[src/rtl/if_stage_pkg.sv]
// ============================================================================
//  Module   : if_stage_pkg
//  Purpose  : Shared definitions for the instruction-fetch stage: reset and
//             bus constants, RV32I opcodes used by static prediction, and the
//             fetch-state encoding.
//  Ports    : none (package)
//  Revision : 1.0 - initial release
// ============================================================================
`default_nettype none

package if_stage_pkg;

  localparam logic        RstEnable        = 1'b1;
  localparam logic [31:0] ZeroWord         = 32'h0000_0000;
  localparam int          STALL_W_DEFAULT  = 6;
  localparam logic [31:0] RESET_PC_DEFAULT = 32'h0000_0000;

  localparam logic [6:0]  OPC_JAL          = 7'b1101111;
  localparam logic [6:0]  OPC_BRANCH       = 7'b1100011;

  // FETCH: request outstanding for the current pc.
  // VALID: buffered instruction presented downstream.
  // DROP : an un-abortable request is still in flight after a redirect; its
  //        data must be discarded before fetching the new pc.
  typedef enum logic [1:0] {
    S_FETCH = 2'd0,
    S_VALID = 2'd1,
    S_DROP  = 2'd2
  } if_state_e;

endpackage

`default_nettype wire

[src/rtl/if_predecode.sv]
// ============================================================================
//  Module   : if_predecode
//  Purpose  : Combinational static predictor. JAL and backward conditional
//             branches are predicted taken; everything else falls through.
//  Ports    : inst    - instruction word being presented
//             pc      - address of that instruction
//             taken   - prediction for the instruction
//             next_pc - address to fetch next
//  Revision : 1.0 - initial release
// ============================================================================
`default_nettype none

module if_predecode
  import if_stage_pkg::*;
(
  input  logic [31:0] inst,
  input  logic [31:0] pc,
  output logic        taken,
  output logic [31:0] next_pc
);

  logic [31:0] w_imm_j;
  logic [31:0] w_imm_b;

  assign w_imm_j = {{12{inst[31]}}, inst[19:12], inst[20], inst[30:21], 1'b0};
  assign w_imm_b = {{20{inst[31]}}, inst[7], inst[30:25], inst[11:8], 1'b0};

  always_comb begin
    taken   = 1'b0;
    next_pc = pc + 32'd4;
    if (inst[6:0] == OPC_JAL) begin
      taken   = 1'b1;
      next_pc = pc + w_imm_j;
    end else if ((inst[6:0] == OPC_BRANCH) && inst[31]) begin
      // Sign bit set means a backward branch: the usual loop-closing case.
      taken   = 1'b1;
      next_pc = pc + w_imm_b;
    end
  end

endmodule

`default_nettype wire

[src/rtl/if_stage.sv]
// ============================================================================
//  Module   : if_stage
//  Purpose  : RV32I instruction-fetch stage. Owns the PC, fetches one word
//             per request from the memory controller, statically predicts
//             JAL / backward branches, and handles EX redirects.
//  Ports    : clk, rst            - clock, synchronous active-high reset
//             stall_sign          - hold request from ctrl (bit0 = hold IF)
//             stallreq_if         - stall request to ctrl while no inst valid
//             ex_branch_flag/
//             ex_branch_target    - single-cycle redirect from EX
//             mem_req_o/mem_addr_o- fetch request / word-aligned address
//             mem_ready_i/
//             mem_data_i          - one-cycle response pulse and data
//             if_pc/if_inst/
//             if_taken            - presented instruction to IF/ID
//  Revision : 1.0 - initial release
// ============================================================================
`default_nettype none

module if_stage
  import if_stage_pkg::*;
#(
  parameter logic [31:0] RESET_PC = RESET_PC_DEFAULT,
  parameter int          STALL_W  = STALL_W_DEFAULT
) (
  input  logic               clk,
  input  logic               rst,
  input  logic [STALL_W-1:0] stall_sign,
  output logic               stallreq_if,
  input  logic               ex_branch_flag,
  input  logic [31:0]        ex_branch_target,
  output logic               mem_req_o,
  output logic [31:0]        mem_addr_o,
  input  logic               mem_ready_i,
  input  logic [31:0]        mem_data_i,
  output logic [31:0]        if_pc,
  output logic [31:0]        if_inst,
  output logic               if_taken
);

  if_state_e   r_state,      w_state_nxt;
  logic [31:0] r_pc,         w_pc_nxt;
  logic [31:0] r_fetch_addr, w_fetch_addr_nxt;
  logic [31:0] r_inst_buf,   w_inst_buf_nxt;

  logic        w_taken;
  logic [31:0] w_next_pc;

  // Only bit0 of the stall bus concerns this stage.
  logic        w_stall_unused;
  assign w_stall_unused = &{1'b0, stall_sign[STALL_W-1:1]};

  if_predecode u_predecode (
    .inst    (r_inst_buf),
    .pc      (r_pc),
    .taken   (w_taken),
    .next_pc (w_next_pc)
  );

  always_ff @(posedge clk) begin
    if (rst == RstEnable) begin
      r_state      <= S_FETCH;
      r_pc         <= RESET_PC;
      r_fetch_addr <= RESET_PC;
      r_inst_buf   <= ZeroWord;
    end else begin
      r_state      <= w_state_nxt;
      r_pc         <= w_pc_nxt;
      r_fetch_addr <= w_fetch_addr_nxt;
      r_inst_buf   <= w_inst_buf_nxt;
    end
  end

  // Next-state logic. A redirect outranks both stall and normal advance.
  always_comb begin
    w_state_nxt      = r_state;
    w_pc_nxt         = r_pc;
    w_fetch_addr_nxt = r_fetch_addr;
    w_inst_buf_nxt   = r_inst_buf;
    case (r_state)
      S_FETCH: begin
        if (ex_branch_flag) begin
          w_pc_nxt = ex_branch_target;
          if (mem_ready_i) begin
            // Response arrived with the redirect: drop it, refetch at once.
            w_fetch_addr_nxt = ex_branch_target;
          end else begin
            // Request cannot be withdrawn; wait for it and discard the data.
            w_state_nxt = S_DROP;
          end
        end else if (mem_ready_i) begin
          w_inst_buf_nxt = mem_data_i;
          w_state_nxt    = S_VALID;
        end
      end
      S_VALID: begin
        if (ex_branch_flag) begin
          w_pc_nxt         = ex_branch_target;
          w_fetch_addr_nxt = ex_branch_target;
          w_state_nxt      = S_FETCH;
        end else if (!stall_sign[0]) begin
          w_pc_nxt         = w_next_pc;
          w_fetch_addr_nxt = w_next_pc;
          w_state_nxt      = S_FETCH;
        end
      end
      S_DROP: begin
        if (ex_branch_flag) begin
          w_pc_nxt = ex_branch_target;
        end
        if (mem_ready_i) begin
          // pc already holds the latest target, including one arriving now.
          w_fetch_addr_nxt = ex_branch_flag ? ex_branch_target : r_pc;
          w_state_nxt      = S_FETCH;
        end
      end
      default: begin
        w_state_nxt = S_FETCH;
      end
    endcase
  end

  // Outputs are forced quiet during the reset cycle itself.
  always_comb begin
    mem_req_o   = 1'b0;
    mem_addr_o  = ZeroWord;
    stallreq_if = 1'b0;
    if_pc       = ZeroWord;
    if_inst     = ZeroWord;
    if_taken    = 1'b0;
    if (rst != RstEnable) begin
      mem_addr_o = {r_fetch_addr[31:2], 2'b00};
      if_pc      = r_pc;
      case (r_state)
        S_VALID: begin
          if_inst  = r_inst_buf;
          if_taken = w_taken;
        end
        default: begin
          mem_req_o   = 1'b1;
          stallreq_if = 1'b1;
        end
      endcase
    end
  end

endmodule

`default_nettype wire

[config.mk]
export PLATFORM = sky130hd
export DESIGN_NAME = if_stage
export DESIGN_NICKNAME = d
export VERILOG_FILES = /design/src/rtl/if_stage_pkg.sv /design/src/rtl/if_predecode.sv /design/src/rtl/if_stage.sv
export SDC_FILE = /design/constraint.sdc
export NUM_CORES = 1
export LEC_CHECK = 0
export CAP_MARGIN = 10
export CORE_MARGIN = 3
export CORE_UTILIZATION = 58
export DETAILED_ROUTE_END_ITERATION = 12
export PLACE_DENSITY = 0.88
export SLEW_MARGIN = 5
export SYNTH_ARGS = -nofsm -noshare
export SYNTH_HDL_FRONTEND = slang
export SYNTH_SLANG_ARGS = --single-unit
[constraint.sdc]
create_clock -name clk -period 8.5 [get_ports clk]
set_input_delay 1.7 -clock clk [delete_from_list [all_inputs] [get_ports clk]]
set_output_delay 1.7 -clock clk [all_outputs]
set_load 0.01 [all_outputs]
==> flow_summary.yaml <==
status:
  run_status: "finished, final reports clean"
synth:
  ys_types: 85
  ys_top_cells_by_count: "164 x nand2_1, 114 x a21oi_1, 96 x dfxtp_1, 94 x nor2_1, 87 x o21ai_0"
  syn_inst: 1281
  yosys_warnings: 0
  postSynthAreaPerCell_um2: 7.19
  synth_top_flop_cell: "dfxtp_1"
  synth_async_sr_flop_share: 0
  synth_top_area_frac: 0.209
  netlist_area_um2: 9210
  ys_seq_area_frac: 0.209
  yosys.area.top_type: "dfxtp_1"
  synth_edf_count: 0
  ys_ff_latch: 96
  yosys-top-cells-area: "dfxtp_1 21%, nand2_1 6.7%, ha_1 6.4%"
  yosysMostFrequentCell: "nand2_1"
place:
  placed_cell_area_um2: 10800
  place.gp.congestion: 0.976
  io_buffers: 165
  preCtsSetupSlack_ps: 3010
  hpwl_um: 24400
clocking:
  clkTransAtPathRegs_ps: 80
  cts-buffers-inserted: 9
  cts_max_level: 3
  cts_root_buf: "clkbuf_16"
  cts_tree: "yes"
  cts_resized: 0
  ctsLongestPathBuffers: 2
  postCtsHoldBufs: 0
  post_cts_buffers: 0
  cts.sinks: 96
  clock_latency_ps: 360
sta:
  rsz0062_at_grt: "no"
  clock_skew_ps: 11.3
  slew_viol_final: 0
  final-setup-viol-count: 0
  relSlewSlack: 0.216
  max_freq_mhz: 180
  worst_pin_slew_ps: 1180
  layout_setup_ws_ps: 2950
  finalHoldViolCount: 0
  fin_tns_setup_ps: 0
  post-route-period-util: 0.653
  min_period_ps: 5550
floorplanning:
  rows: 45
  dieHeight_um: 132
  ioPinCount: 173
  die_w_um: 132
  coreArea_um2: 15400
  start_util: 0.599
  fp.dieArea_um2: 17400
worst_setup_path:
  timing.rr.start: "r_state[0]"
  r2r_slack_ps: 4450
  startpoint_type: "input pin"
  rr_endpoint: "r_fetch_addr[19]"
  crit_required_ps: 6800
  worst-setup-path-type: "input pin to primary output"
  r2r_cells: 10
  end_kind: "primary output"
  arrival_ps: 3850
  path_max_fanout: 61
grt:
  grtUsageMet2: 0.599
  overflow: 0
  gr-usage-met1: 0.438
  busiest_layer: "met2"
  grt_antenna_before_repair: 0
  grt_pass1_wl_um: 52600
  grt_max_degree: 74
  grt_pass1_vias: 10300
  grt_usage: 0.363
  met3_usage: 0.0676
route:
  dr_total_vias: 10700
  antenna_left: 0
  avgViaCountPerCell: 6.71
  first_iter_violations: 1420
  wl_um: 32900
  first_pass_iters: 5
  routedWlPerCell_um: 20.7
  remaining_drc_errors: 0
layout:
  num-nets-final: 1497
  drive_above_1_share: 0.0566
  area_growth_syn_to_layout_pct: 20.8
  antennaDiodeCount: 0
  final_area_um2: 11100
power:
  power_frac_clock: 0.261
  power_density_nw_per_um2: 137
  max-vdd-ir-drop_mv: 0.116
  power_frac_comb: 0.368
  p_int_mw: 0.933
  p_switching_mw: 0.587
  p_leak_nw: 4.30
  p_sw_frac: 0.386
  power_frac_seq: 0.371
worst_hold_path:
  hold_path_depth: 2
  hp-class: "flip-flop to flip-flop"
  min_to: "r_fetch_addr[6]"
  hold_start: "r_fetch_addr[6]"
flow_run:
  drv_cap: 0
[worst max-delay path by stage]
stage | slack (ps) | endpoint | start
after floorplan | 4050 | stallreq_if | rst
final | 2950 | if_inst[9] | rst
after global placement | 3020 | if_inst[22] | rst
after detailed placement | 3010 | if_inst[9] | rst
after CTS | 3000 | if_inst[9] | rst
after global routing | 2840 | if_inst[9] | rst
[layout make-up]
| cell class | instances | area, um2 |
|---|---|---|
| Inverter | 23 | 86.3 |
| Clock buffer | 10 | 229 |
| Multi-Input combinational cell | 1061 | 6790 |
| Clock inverter | 6 | 52.6 |
| Tap cell | 211 | 264 |
| Timing Repair Buffer | 183 | 1780 |
| Fill cell | 1303 | 4250 |
| Sequential cell | 96 | 1920 |
[cells in the final DEF, fill, tap and decap left out, types with 9 or more instances in the layout]
cell type        instances
a221oi_1                27
nand2_1                164
a21o_1                  23
nand4_1                 17
nor2b_1                 66
nor3_1                  24
a22o_1                  24
clkbuf_16                9
xnor2_1                 22
buf_4                   19
o21ai_1                 10
o211ai_1                13
o22ai_1                 16
xor2_1                  22
o221ai_1                20
dfxtp_1                 96
nor2_1                  93
a21oi_1                114
a211oi_1                12
clkdlybuf4s50_1        164
inv_1                   22
nand3_1                 33
and4_1                   9
or3_1                    9
ha_1                    47
and3_1                  45
o21ai_0                 86
a31oi_1                 11
[cells by family (layout without fill, tap and decap cells)]
family / count (synthesis) / count (layout) / share of synthesized area
flops: 96 / 96 / 0.209
compound gates: 453 / 453 / 0.340
simple gates: 500 / 500 / 0.270
other cells: 1 / 2 / 0.000407
xor+xnor: 44 / 44 / 0.0419
fa+ha+maj: 49 / 49 / 0.0682
mux: 13 / 13 / 0.0152
buf+inv: 125 / 222 / 0.0548
[registers in the layout, summed over array words and instances (netlist names), named ones only]
name and count:
r_fetch_addr 30, r_inst_buf 32, r_pc 30, r_state 2
[metrics by stage]
step / hold WS [ps] / std cells / util / total power [mW]
after global placement: 442 / 1574 / 0.705 / 1.11
final: 456 / 1590 / 0.724 / 1.52
after floorplan: 432 / 1282 / - / 0.914
after global routing: 470 / 1590 / 0.724 / 1.59
after detailed placement: 445 / 1574 / 0.705 / 1.12
after CTS: 458 / 1590 / 0.724 / 1.50
[critical path: stages]
cell and delay, ps:
buf_4 300, inv_1 730, nand2_1 300, nor2_1 200, clkdlybuf4s50_1 560
[power by group through the flow]
| stage | clock network (mW) | logic (mW) | registers, mW |
|---|---|---|---|
| 2_1_floorplan | 0 | 0.374 | 0.540 |
| 3_3_place_gp | 0 | 0.537 | 0.569 |
| 3_5_place_dp | 0 | 0.546 | 0.570 |
| 4_1_cts | 0.396 | 0.549 | 0.559 |
| 5_1_grt | 0.413 | 0.609 | 0.566 |
| 6_report | 0.397 | 0.560 | 0.563 |
[metal layers]
metal | up-vias | wire length [um]
met5 | - | 0
met4 | 0 | 2100
met2 | 645 | 15100
li1 | 4952 | -
met3 | 145 | 3030
met1 | 4928 | 12700
No activity file was read; power rests on OpenSTA's default activity.
